## config.mk

```make
export PLATFORM = sky130hd
export DESIGN_NAME = pipe_cpu_param
export DESIGN_NICKNAME = d
export VERILOG_FILES = /design/src/rtl/pipe_cpu_pkg.sv /design/src/rtl/pipe_cpu_alu.sv /design/src/rtl/pipe_cpu_param.sv
export SDC_FILE = /design/constraint.sdc
export NUM_CORES = 1
export LEC_CHECK = 0
export CORE_AREA = 5 5 42 44
export DETAILED_ROUTE_END_ITERATION = 10
export DIE_AREA = 0 0 47 49
export PLACE_DENSITY = 0.67
export SLEW_MARGIN = 10
export SYNTH_ARGS = -nofsm -noshare
export SYNTH_HDL_FRONTEND = slang
export SYNTH_SLANG_ARGS = --single-unit
```

## constraint.sdc

```tcl
create_clock -name clk -period 1 [get_ports clk]
set_input_delay 0.2 -clock clk [delete_from_list [all_inputs] [get_ports clk]]
set_output_delay 0.2 -clock clk [all_outputs]
set_load 0.02 [all_outputs]
```

## src/rtl/pipe_cpu_pkg.sv

```systemverilog
// Shared encodings for pipe_cpu_param: opcodes, instruction layout, NOP words and EX control typedef.
// Field positions are fixed by instr_t: [15:12] op, [11:8] rd, [7:4] rs1, [3:0] rs2/imm.
package pipe_cpu_pkg;

    localparam logic [3:0] OP_NOP  = 4'h0;
    localparam logic [3:0] OP_ADD  = 4'h1;
    localparam logic [3:0] OP_SUB  = 4'h2;
    localparam logic [3:0] OP_AND  = 4'h3;
    localparam logic [3:0] OP_OR   = 4'h4;
    localparam logic [3:0] OP_LD   = 4'h5;
    localparam logic [3:0] OP_ST   = 4'h6;
    localparam logic [3:0] OP_LDI  = 4'h7;
    localparam logic [3:0] OP_BEQZ = 4'h8;
    localparam logic [3:0] OP_HALT = 4'hF;

    typedef struct packed {
        logic [3:0] op;
        logic [3:0] rd;
        logic [3:0] rs1;
        logic [3:0] imm;
    } instr_t;

    typedef struct packed {
        logic [3:0] op;
        logic [3:0] rd;
        logic [3:0] imm;
    } ctl_t;

    localparam instr_t NOP_INSTR = instr_t'(16'h0000);
    localparam ctl_t   NOP_CTL   = ctl_t'(12'h000);

    // Undefined opcodes collapse to NOP so later stages only ever see legal ops.
    function automatic logic [3:0] op_norm(input logic [3:0] op);
        case (op)
            OP_ADD, OP_SUB, OP_AND, OP_OR, OP_LD, OP_ST,
            OP_LDI, OP_BEQZ, OP_HALT: return op;
            default:                  return OP_NOP;
        endcase
    endfunction

    function automatic logic is_alu(input logic [3:0] op);
        return (op == OP_ADD) || (op == OP_SUB) || (op == OP_AND) || (op == OP_OR);
    endfunction

    function automatic logic writes_reg(input logic [3:0] op);
        return is_alu(op) || (op == OP_LD) || (op == OP_LDI);
    endfunction

endpackage

```

## src/rtl/pipe_cpu_alu.sv

```systemverilog
// Combinational ADD/SUB/AND/OR on DATA_W-bit operands, results wrap mod 2^DATA_W.
module pipe_cpu_alu
    import pipe_cpu_pkg::*;
#(
    parameter int DATA_W = 8
) (
    input  logic [3:0]        i_op,
    input  logic [DATA_W-1:0] i_a,
    input  logic [DATA_W-1:0] i_b,
    output logic [DATA_W-1:0] o_y
);

    always_comb begin
        o_y = '0;
        case (i_op)
            OP_ADD:  o_y = i_a + i_b;
            OP_SUB:  o_y = i_a - i_b;
            OP_AND:  o_y = i_a & i_b;
            OP_OR:   o_y = i_a | i_b;
            default: o_y = '0;
        endcase
    end

endmodule

```

## src/rtl/pipe_cpu_param.sv

```systemverilog
// Parametrised 4-stage (IF/ID/EX/WB) in-order CPU with BEQZ flush, HALT and RAW hazard handling.
// PIPE_CPU_FORWARD_EN: forward EX result into ID; otherwise ID stalls behind a dependent EX writer.
module pipe_cpu_param
    import pipe_cpu_pkg::*;
#(
    parameter  int DATA_W     = 8,
    parameter  int NREGS      = 16,
    parameter  int IMEM_DEPTH = 64,
    parameter  int DMEM_DEPTH = 256,
    localparam int PC_W       = $clog2(IMEM_DEPTH)
) (
    input  logic              clk,
    input  logic              rst,
    output logic              halted,
    output logic [PC_W-1:0]   pc_out,
    output logic              retire,
    output logic              wb_en,
    output logic [3:0]        wb_addr,
    output logic [DATA_W-1:0] wb_data
);

    localparam int DA_W = $clog2(DMEM_DEPTH);

    logic [15:0]       imem     [IMEM_DEPTH];
    logic [DATA_W-1:0] data_mem [DMEM_DEPTH];
    logic [DATA_W-1:0] regfile  [NREGS];

    logic [PC_W-1:0]   r_pc;
    instr_t            r_ifid_instr;
    logic [PC_W-1:0]   r_ifid_pc;
    ctl_t              r_idex_ctl;
    logic [PC_W-1:0]   r_idex_pc;
    logic [DATA_W-1:0] r_idex_a;
    logic [DATA_W-1:0] r_idex_b;
    logic              r_exwb_vld;
    logic              r_exwb_we;
    logic [3:0]        r_exwb_rd;
    logic [DATA_W-1:0] r_exwb_data;
    logic              r_halted;

    logic [3:0]        w_id_op;
    logic [3:0]        w_id_rb;
    logic [DATA_W-1:0] w_id_a;
    logic [DATA_W-1:0] w_id_b;
    logic              w_stall;
    logic [3:0]        w_ex_op;
    logic [DATA_W-1:0] w_alu_y;
    logic [DA_W-1:0]   w_dmem_addr;
    logic [DATA_W-1:0] w_ex_result;
    logic              w_ex_we;
    logic              w_ex_retire;
    logic              w_ex_halt;
    logic              w_br_taken;
    logic signed [3:0] w_simm;
    logic [PC_W-1:0]   w_br_target;
    logic [PC_W-1:0]   w_pc_inc;

    // ---------------- ID: decode and operand read ----------------
    assign w_id_op = op_norm(r_ifid_instr.op);
    // Second read port carries rd for ST (store data) and BEQZ (tested register).
    assign w_id_rb = ((w_id_op == OP_ST) || (w_id_op == OP_BEQZ)) ? r_ifid_instr.rd
                                                                    : r_ifid_instr.imm;

    always_comb begin
        w_id_a = regfile[r_ifid_instr.rs1];
        w_id_b = regfile[w_id_rb];
        if (r_exwb_we && (r_exwb_rd == r_ifid_instr.rs1)) w_id_a = r_exwb_data;
        if (r_exwb_we && (r_exwb_rd == w_id_rb))          w_id_b = r_exwb_data;
`ifdef PIPE_CPU_FORWARD_EN
        if (w_ex_we && (r_idex_ctl.rd == r_ifid_instr.rs1)) w_id_a = w_ex_result;
        if (w_ex_we && (r_idex_ctl.rd == w_id_rb))          w_id_b = w_ex_result;
`endif
    end

`ifdef PIPE_CPU_FORWARD_EN
    assign w_stall = 1'b0;
`else
    logic w_id_use_a;
    logic w_id_use_b;
    assign w_id_use_a = is_alu(w_id_op) || (w_id_op == OP_LD) || (w_id_op == OP_ST);
    assign w_id_use_b = is_alu(w_id_op) || (w_id_op == OP_ST) || (w_id_op == OP_BEQZ);
    assign w_stall    = w_ex_we &&
                        ((w_id_use_a && (r_idex_ctl.rd == r_ifid_instr.rs1)) ||
                         (w_id_use_b && (r_idex_ctl.rd == w_id_rb)));
`endif

    // ---------------- EX: ALU, memory, branch ----------------
    assign w_ex_op = r_idex_ctl.op;

    pipe_cpu_alu #(.DATA_W(DATA_W)) u_alu (
        .i_op (w_ex_op),
        .i_a  (r_idex_a),
        .i_b  (r_idex_b),
        .o_y  (w_alu_y)
    );

    assign w_dmem_addr = DA_W'(r_idex_a) + DA_W'(r_idex_ctl.imm);

    always_comb begin
        w_ex_result = '0;
        case (w_ex_op)
            OP_ADD, OP_SUB, OP_AND, OP_OR: w_ex_result = w_alu_y;
            OP_LD:                         w_ex_result = data_mem[w_dmem_addr];
            OP_LDI:                        w_ex_result = DATA_W'(r_idex_ctl.imm);
            default:                       w_ex_result = '0;
        endcase
    end

    assign w_ex_we     = writes_reg(w_ex_op);
    assign w_ex_halt   = (w_ex_op == OP_HALT);
    assign w_ex_retire = (w_ex_op != OP_NOP) && !w_ex_halt;
    assign w_br_taken  = (w_ex_op == OP_BEQZ) && (r_idex_b == '0);
    assign w_simm      = r_idex_ctl.imm;
    assign w_br_target = r_idex_pc + PC_W'(1) + PC_W'(w_simm);
    assign w_pc_inc    = (r_pc == PC_W'(IMEM_DEPTH - 1)) ? '0 : r_pc + 1'b1;

    always_ff @(posedge clk) begin
        if (w_ex_op == OP_ST) data_mem[w_dmem_addr] <= r_idex_b;
    end

    // ---------------- pipeline registers and WB ----------------
    always_ff @(posedge clk or negedge rst) begin
        if (!rst) begin
            r_pc         <= '0;
            r_ifid_instr <= NOP_INSTR;
            r_ifid_pc    <= '0;
            r_idex_ctl   <= NOP_CTL;
            r_idex_pc    <= '0;
            r_idex_a     <= '0;
            r_idex_b     <= '0;
            r_exwb_vld   <= 1'b0;
            r_exwb_we    <= 1'b0;
            r_exwb_rd    <= '0;
            r_exwb_data  <= '0;
            r_halted     <= 1'b0;
            for (int i = 0; i < NREGS; i++) regfile[i] <= '0;
        end else begin
            if (r_exwb_we) regfile[r_exwb_rd] <= r_exwb_data;
            r_exwb_vld  <= w_ex_retire;
            r_exwb_we   <= w_ex_we;
            r_exwb_rd   <= r_idex_ctl.rd;
            r_exwb_data <= w_ex_result;
            // Flush (branch/HALT) outranks a concurrent stall.
            if (w_ex_halt || w_br_taken || r_halted) begin
                r_ifid_instr <= NOP_INSTR;
                r_idex_ctl   <= NOP_CTL;
                if (w_ex_halt)  r_halted <= 1'b1;
                if (w_br_taken) r_pc     <= w_br_target;
            end else if (w_stall) begin
                r_idex_ctl <= NOP_CTL;
            end else begin
                r_pc         <= w_pc_inc;
                r_ifid_instr <= instr_t'(imem[r_pc]);
                r_ifid_pc    <= r_pc;
                r_idex_ctl   <= '{op: w_id_op, rd: r_ifid_instr.rd, imm: r_ifid_instr.imm};
                r_idex_pc    <= r_ifid_pc;
                r_idex_a     <= w_id_a;
                r_idex_b     <= w_id_b;
            end
        end
    end

    assign halted  = r_halted;
    assign pc_out  = r_pc;
    assign retire  = r_exwb_vld;
    assign wb_en   = r_exwb_we;
    assign wb_addr = r_exwb_rd;
    assign wb_data = r_exwb_data;

endmodule

```

# --- Yosys cells after proc, flatten, opt, wreduce, memory -nomap -nowiden ---
# Memory sizes are Yosys's and may differ from the RTL's.
# Index checks and enable logic that the tools add are counted.
classes:
  order_cmp: 4
  bitwise: 7
  shifts: 0
  n_mul: 0
  mux: 25
  n_div: 0
  reduce_logical: 32
  addsub: 6
  n_eq_ne: 32
ops:
  columns: ["cell", "n"]
  rows:
  - ["128-bit bitwise mux", 1]
  - ["8-bit binary-select mux with 4-bit select", 2]
  - ["8-bit 2-to-1 mux", 7]
  - ["4-bit by 3-bit equality test with 1-bit output, second input constant", 11]
  - ["8-bit demux with 4-bit select", 1]
  - ["16-bit 2-to-1 mux", 2]
  - ["8-bit one-hot mux with 4 select lines", 1]
  - ["4-bit by 2-bit equality test with 1-bit output, second input constant", 6]
  - ["12-bit 2-to-1 mux", 2]
  - ["6-bit 2-to-1 mux", 4]
  - ["8-bit one-hot mux with 3 select lines", 1]
  - ["4-bit equality test, second input constant", 5]
  - ["4-bit equality test", 4]
  - ["1-bit logical OR", 16]
  - ["5-bit >= comparator, second input constant", 3]
  - ["4-bit NOT with 5-bit output", 3]
  - ["6-bit by 1-bit adder with 6-bit output, second input constant", 2]
  - ["4-bit by 1-bit equality test with 1-bit output, second input constant", 3]
  - ["9-bit OR reduction", 1]
  - ["8-bit by 4-bit adder with 8-bit output", 1]
  - ["8-bit adder", 1]
  - ["8-bit bitwise AND", 1]
  - ["1-bit logical AND", 8]
  - ["8-bit zero test", 1]
  - ["14 further kinds", 19]
word_totals:
  mem_count: 1
  latch_bits: 0
  regBits: 205
  rom_bits: 0
  ram_bits: 2048
  output_inout_bits: 21
  in_bits: 2
mem_list:
  columns: ["memory", "depth", "width", "rd", "rd_ports_with_merged_regs", "write_ports", "line", "text"]
  rows:
  - ["data_mem", 256, 8, 1, 0, 1, "pipe_cpu_param.sv:25", "logic [DATA_W-1:0] data_mem [DMEM_DEPTH];"]

# --- Longest topological paths before layout ---
# Gate-level depths: netlist (run 1).
logic_depth:
  ltp_word: 14
  ltp_mapped: 4
  mapped_depth_nobuf: 4

# --- Worst setup path after synthesis (run 1) ---
# Ideal clock, no wire load.
synth_path:
  path_type: "reg2reg"
  from: "reg r_pc[0] (netlist: pc_out[0])"
  to: "reg r_pc[3] (netlist: pc_out[3])"
  arrival_ps: 1005
  period_less_slack_ps: 1141
  n_path_buf: 0
  path_slack_ps: -141
  setup_time_ps: 135
  required_ps: 865
  stages_incl_launch_ff: 5
  path_cell_list: "dfrtp_1 ha_1 nand4_1 nand3_1 o21ai_0"
synth_between:
  elab_chain_len: 4
  word_cells_on_any_way: 5
  classes_between: "add/sub: 1; eq/ne: 1; mux: 3"
synth_lines:
  columns: ["element", "line", "text"]
  rows:
  - ["start: declaration", "pipe_cpu_param.sv:28", "logic [PC_W-1:0] r_pc;"]
  - ["start signal: assignment", "pipe_cpu_param.sv:148", "if (w_br_taken) r_pc <= w_br_target;"]
  - ["start signal: assignment", "pipe_cpu_param.sv:152", "r_pc <= w_pc_inc;"]
  - ["6-bit by 1-bit adder with 6-bit output or 6-bit equality test (tied branches)", "pipe_cpu_param.sv:115", "assign w_pc_inc = (r_pc == PC_W'(IMEM_DEPTH - 1)) ? '0 : r_pc + 1'b1;"]
  - ["6-bit 2-to-1 mux (*)", "pipe_cpu_param.sv:115", null]
  - ["net w_pc_inc[3]", "pipe_cpu_param.sv:56", "logic [PC_W-1:0] w_pc_inc;"]
  - ["6-bit 2-to-1 mux (*)", "pipe_cpu_param.sv:149", "end else if (w_stall) begin"]
  - ["6-bit 2-to-1 mux (*)", "pipe_cpu_param.sv:144", "if (w_ex_halt || w_br_taken || r_halted) begin"]
# Mark *: on every way through the listed nets, which the timed path passes. The rest lies on a longest branch. The select of a mux whose other input is x is not followed.
# A chain may end at the register's enable or synchronous reset.

# --- Final worst setup path (run 1) ---
layout_path:
  from: "reg r_pc[1] (netlist: pc_out[1])"
  to: "out pc_out[1]"
layout_rtl:
  columns: ["element", "line", "text"]
  rows:
  - ["end: declaration", "pipe_cpu_param.sv:15", "output logic [PC_W-1:0] pc_out,"]
# No word-level cell between the ends.

==> results of run 1 <==
[layout make-up]
cell class | instances | area (um^2) | area share [%]
Sequential cell | 6 | 156 | 30.5
Multi-Input combinational cell | 29 | 175 | 34.1
Timing Repair Buffer | 15 | 135 | 26.3
Clock buffer | 4 | 26.3 | 5.12
Tap cell | 16 | 20.0 | 3.90
[cell usage after synthesis]
cell type	number
sky130_fd_sc_hd__buf_4	15
sky130_fd_sc_hd__dfrtp_1	6
sky130_fd_sc_hd__nand3_1	3
sky130_fd_sc_hd__a41oi_1	2
sky130_fd_sc_hd__nand2_1	2
sky130_fd_sc_hd__a31oi_1	1
sky130_fd_sc_hd__and2_4	1
sky130_fd_sc_hd__clkbuf_2	1
sky130_fd_sc_hd__conb_1	1
sky130_fd_sc_hd__ha_1	1
sky130_fd_sc_hd__nand4_1	1
sky130_fd_sc_hd__o21ai_0	1
sky130_fd_sc_hd__xnor2_1	1
sky130_fd_sc_hd__xor2_1	1
[timing repair]
| action | 4_1_cts | 5_1_grt |
|---|---|---|
| resized for setup | 31 | 7 |
| setup endpoints to repair | 10 | 10 |
| pin swaps | 5 | 1 |
| buffers inserted | 1 | 1 |
| cloned | 0 | 0 |
[through the flow]
stage | instances | TNS, ns
2_1_floorplan | 51 | 0
3_3_place_gp | 64 | -0.846
3_5_place_dp | 64 | -0.887
4_1_cts | 69 | -0.0694
5_1_grt | 70 | -0.336
6_report | 70 | -0.0275
[metal layers]
layer / vias up / global-route usage [%]
li1: 130 / -
met1: 126 / 8.46
met2: 18 / 9.73
met3: 4 / 4.43
met4: 0 / 8.29
met5: - / 0
[cells by family (layout without fill, tap and decap cells)]
| group | count (synthesis) | in the layout | synth area share [%] |
|---|---|---|---|
| other | 1 | 15 | 1.02 |
| XOR/XNOR | 2 | 2 | 4.76 |
| buffers and inverters | 16 | 19 | 32.0 |
| flip-flops | 6 | 6 | 40.8 |
| AO/OA/AOI/OAI | 4 | 4 | 7.82 |
| AND/OR/NAND/NOR | 7 | 7 | 10.2 |
| adder cells (fa/ha/maj) | 1 | 1 | 3.40 |
[path summary, 6_finish.rpt]
kind / start / to / cells after the start
max in group asynchronous: rst / pc_out[3]$_DFF_PN0_ / 1
hold / removal: rst / pc_out[2]$_DFF_PN0_ / 1
min in group clk: pc_out[0]$_DFF_PN0_ / pc_out[0]$_DFF_PN0_ / 2
setup reg to reg: pc_out[1]$_DFF_PN0_ / pc_out[5]$_DFF_PN0_ / 5
setup / recovery: pc_out[1]$_DFF_PN0_ / pc_out[1] / 1
hold reg to reg: pc_out[0]$_DFF_PN0_ / pc_out[0]$_DFF_PN0_ / 2
[power by group through the flow]
stage	Combinational, mW	Clock, mW	Sequential [mW]
floorplan	0.0938	0	0.247
global placement	0.0569	0	0.247
detailed placement	0.0572	0	0.247
CTS	0.0574	0.268	0.243
global route	0.0638	0.282	0.243
finish	0.0589	0.260	0.243
==> results.cfg, run 1 <==
[outcome]
status = finished with violations
failed_checks = setup timing

[drt]
route.layer.met1.wl_um = 281
post_drt_via_cell_ratio = 3.97
via_count = 278
wl_per_cell_um = 10.4
top_signal_layer_used = met4
met2WireLength_um = 316
drt_pre_antenna_iters = 2
initialDrtViolationCount = 3
detail_route.drc_violations = 0
routed_wl_um = 729
wl_met3_um = 95
postRouteAntennaNets = 0

[power_and_ir_drop]
total_design_power_mw = 0.562
static-leakage-power_nw = 0.246
p_per_area_nw_per_um2 = 1100
switching_share_pct = 29.0
reg_power_share_pct = 43.2
worst_ir_drop_vdd_mv = 0.540
switching_power_mw = 0.163
total_internal_power_mw = 0.399
comb_power_share_pct = 10.5
clock_power_share_pct = 46.3

[setup_path]
timing.critical_path.slowest_stage_cell = sky130_fd_sc_hd__dfrtp_2
setup.worst_path.start_class = flip-flop
timing.critical_path.to_type = primary output
cp_num_buf_inv = 1
path_delay_family = flip-flops
worstPathRequired_ns = 0.80
cp_cell_sequence = buf_4
worstPathArrival_ns = 0.81
timing.setup.critical_path_class = reg2out
timing.critical_path.slowest_cell_delay_ns = 0.40
critical_path_peak_fanout = 2
regToRegSetupSlack_ns = -0.01

[synth]
synthTopCellsByArea = sky130_fd_sc_hd__dfrtp_1 (41%), sky130_fd_sc_hd__buf_4 (31%), sky130_fd_sc_hd__a41oi_1 (4.8%)
post-synth-top-area-cell = sky130_fd_sc_hd__dfrtp_1
mappedNetlistArea_um2 = 368
synth_sequential_area_ratio_pct = 40.8
synth_largest_type_area_fraction_pct = 40.8
syn_area_per_cell_um2 = 9.94
synth.ff_latch_count = 6
yosys_warns = 0
post_synth_inst_count = 37
post_synth_num_cell_types = 14

[place]
dp_worst_setup_slack_ns = -0.139
dpl-instance-area_um2 = 457
port_buffers = 7
gp_routability_congestion = 0.649
dp_hpwl_um = 525

[die]
dieArea_um2 = 2300
core-area_um2 = 1400
placement_rows = 14
die_height_um = 49
initial_utilization_pct = 26.3
design.portCount = 23
die_w_um = 47

[clocking]
tritoncts = done
cts_buffers = 3
tritoncts_num_sinks = 6
buffer_cell_driving_the_clock_tree_root = sky130_fd_sc_hd__clkbuf_4
hold_buffers = 0
h-tree-depth = 1
clk-insertion-delay-late_ns = 0.25
worst_setup_hold_path_clk_slew_ns = 0.05
worst_case_clock_buffer_depth = 2

[sta]
rsz_0062_raised_after_global_routing = yes
timing.final.hold_violations = 0
final.setup_skew_ns = 0.00482
setup_ws_ns = -0.0131
timing.final.crit_share_pct = 101
finalMaxSlewViolations = 0
finalSetupViolations = 3
fin_crit_ns = 1.01
timing.fmax_mhz = 987
whs_ns = 0.195

[global_route]
grt_pass1_vias = 271
grt_overflow = 0
grt_antenna_before_repair = 0
global_route.usage.total_pct = 7.85
grt_start_max_net_pins = 8
grt_first_pass_wirelength_um = 1170

[finish]
filler_cells = 159
layout.cells.most_common_list = sky130_fd_sc_hd__conb_1 (15), sky130_fd_sc_hd__buf_4 (7), sky130_fd_sc_hd__buf_6 (6)
syn_to_final_growth_pct = 39.5
util_after_layout_pct = 36.6
finish.instance_area_um2 = 513
final_layout_net_count = 58
layout_commonest_cell = sky130_fd_sc_hd__conb_1
antennaDiodeCount = 0
largest_reg_flops = 6
post_route_cells_drive_above_1_share_pct = 48.1

[hold_path]
hold_path.class = in2async

[job]
max-cap-violations = 0
(Power assumes the default switching activity.)
==> inputs of run 2 (changes only) <==
--- a/config.mk
+++ b/config.mk
@@ -12,4 +12,5 @@
 export SLEW_MARGIN = 10
 export SYNTH_ARGS = -nofsm -noshare
 export SYNTH_HDL_FRONTEND = slang
+export SYNTH_HIERARCHICAL = 1
 export SYNTH_SLANG_ARGS = --single-unit
==> results.cfg, run 2 <==
[place]
port_buffers = 7
dp_hpwl_um = 482
gp_routability_congestion = 0.711
dp_cells = 62

[synth]
postSynth.topFlopCell = sky130_fd_sc_hd__dfrtp_1
synth_sequential_area_ratio_pct = 40.8
post_synth_num_cell_types = 14
synth_enable_flop_cells = 0
synth.ff_latch_count = 6
yosys_warns = 6
post-synth-top-area-cell = sky130_fd_sc_hd__dfrtp_1
synthTopCellsByArea = sky130_fd_sc_hd__dfrtp_1 (41%), sky130_fd_sc_hd__buf_4 (31%), sky130_fd_sc_hd__a41oi_1 (4.8%)
synth.cells.most_frequent = sky130_fd_sc_hd__buf_4 (15), sky130_fd_sc_hd__dfrtp_1 (6), sky130_fd_sc_hd__nand3_1 (3)
async_flop_share_pct = 100
syn_area_per_cell_um2 = 9.94
mappedNetlistArea_um2 = 368
synthMostInstantiatedCell = sky130_fd_sc_hd__buf_4
synth_largest_type_area_fraction_pct = 40.8
post_synth_inst_count = 37

[sta]
fin_crit_ns = 1.05
final.setup_skew_ns = 0.00482
finalSetupViolations = 4
timing.final.hold_violations = 0
fin_setup_tns_ns = -0.0865
timing.final.crit_share_pct = 105
rsz_0062_raised_after_global_routing = yes
whs_ns = 0.198
setup_ws_ns = -0.0466
finalMaxSlewViolations = 0
timing.fmax_mhz = 956

[drt]
routed_wl_um = 657
initialDrtViolationCount = 0
post_drt_via_cell_ratio = 3.82
via_count = 260
wl_per_cell_um = 9.66
detail_route.drc_violations = 0
postRouteAntennaNets = 0
drt_pre_antenna_iters = 1

[finish]
post_route_cells_drive_above_1_share_pct = 50.0
filler_cells = 151
final_layout_net_count = 56
layout.cells.most_common_list = sky130_fd_sc_hd__conb_1 (15), sky130_fd_sc_hd__buf_6 (7), sky130_fd_sc_hd__buf_4 (5), sky130_fd_sc_hd__dfrtp_2 (5), sky130_fd_sc_hd__clkbuf_4 (3)
layout_commonest_cell = sky130_fd_sc_hd__conb_1
antennaDiodeCount = 0
stdcell_count = 68
largest_reg_flops = 6
syn_to_final_growth_pct = 41.2

[clocking]
h-tree-depth = 1
buffer_cell_driving_the_clock_tree_root = sky130_fd_sc_hd__clkbuf_4
tritoncts_num_sinks = 6
clk-insertion-delay-late_ns = 0.25
worst_case_clock_buffer_depth = 2
cts_buffers = 3
worst_setup_hold_path_clk_slew_ns = 0.05
tritoncts = done

[global_route]
grt_first_pass_wirelength_um = 1080
grt_antenna_before_repair = 0
global_route.usage.total_pct = 6.65
grt_overflow = 0
grt_start_max_net_pins = 8
grt_pass1_vias = 260

[die]
die_height_um = 49
die_w_um = 47
initial_utilization_pct = 26.3
core-area_um2 = 1400
placement_rows = 14
design.portCount = 23
dieArea_um2 = 2300

[setup_path]
timing.critical_path.to_type = primary output
cp_cell_sequence = buf_6
worstPathRequired_ns = 0.80
worstPathArrival_ns = 0.85
path_delay_family = flip-flops
timing.critical_path.slowest_stage_cell = sky130_fd_sc_hd__dfrtp_2
timing.setup.critical_path_class = reg2out
setup.worst_path.start_class = flip-flop
cp_num_buf_inv = 1
critical_path_peak_fanout = 5
timing.critical_path.slowest_cell_delay_ns = 0.45

[outcome]
status = finished with violations
failed_checks = setup timing

[job]
max-cap-violations = 0

[power_and_ir_drop]
worst_ir_drop_vdd_mv = 0.619
p_per_area_nw_per_um2 = 1070
total_design_power_mw = 0.554
static-leakage-power_nw = 0.244

[hold_path]
hold_path.class = in2async
## run 2: cell counts after synthesis
Identical to the previous run, type by type.
## run 2: cell type report
| cell class | count | area [um^2] | share of cell area [%] |
|---|---|---|---|
| clock buffers | 4 | 26.3 | 5.06 |
| multi-input cells | 29 | 190 | 36.6 |
| flip-flops and latches | 6 | 156 | 30.1 |
| well taps | 16 | 20.0 | 3.86 |
| repair buffers | 13 | 126 | 24.3 |
## run 2: logic make-up (layout without fill, tap and decap cells)
logic type               count (synthesis)  count (layout)  synth area share (%)
buffers and inverters                   16              17                  32.0
AND/OR/NAND/NOR                          7               7                  10.2
flip-flops                               6               6                  40.8
AO/OA/AOI/OAI                            4               4                  7.82
XOR/XNOR                                 2               2                  4.76
adder cells (fa/ha/maj)                  1               1                  3.40
other                                    1              15                  1.02
## run 2: routing by layer
metal	share of wire [%]	routed length [um]	track usage (%)
met1	37	244	7.13
met2	50	329	9.73
met3	13	83	3.69
met4	0	0	4.15
met5	0	0	0
## run 2: report_power, final
group | internal [mW] | leakage [nW] | switching, mW
registers | 0.243 | 0.0637 | 0
clock network | 0.152 | 0.0150 | 0.100
logic | 0.00347 | 0.165 | 0.0550
## run 2: worst paths after layout
kind,from,end,slack (ns),cells past startpoint
min in group clk,pc_out[0]$_DFF_PN0_,pc_out[0]$_DFF_PN0_,0.53,1
hold reg to reg,pc_out[0]$_DFF_PN0_,pc_out[0]$_DFF_PN0_,0.53,1
hold / removal,rst,pc_out[2]$_DFF_PN0_,0.20,1
setup reg to reg,pc_out[3]$_DFF_PN0_,pc_out[5]$_DFF_PN0_,-0.02,4
max in group asynchronous,rst,pc_out[3]$_DFF_PN0_,0.56,1
setup / recovery,pc_out[0]$_DFF_PN0_,pc_out[0],-0.05,1
## run 2: through the flow
stage                     worst slack, ns  area (um^2)  utilization [%]
after floorplan                   0.00124          439                -
after global placement             -0.208          442             31.5
after detailed placement           -0.218          442             31.5
after CTS                         -0.0573          485             34.6
after global routing              -0.0774          519             37.1
final                             -0.0466          519             37.1
## run 2: timing repair
item,CTS,global route
buffers inserted,1,1
pin swaps,0,5
hold endpoints to repair,0,0
setup endpoints to repair,7,10
cloned,0,0
resized for setup,35,7
hold buffers,0,0
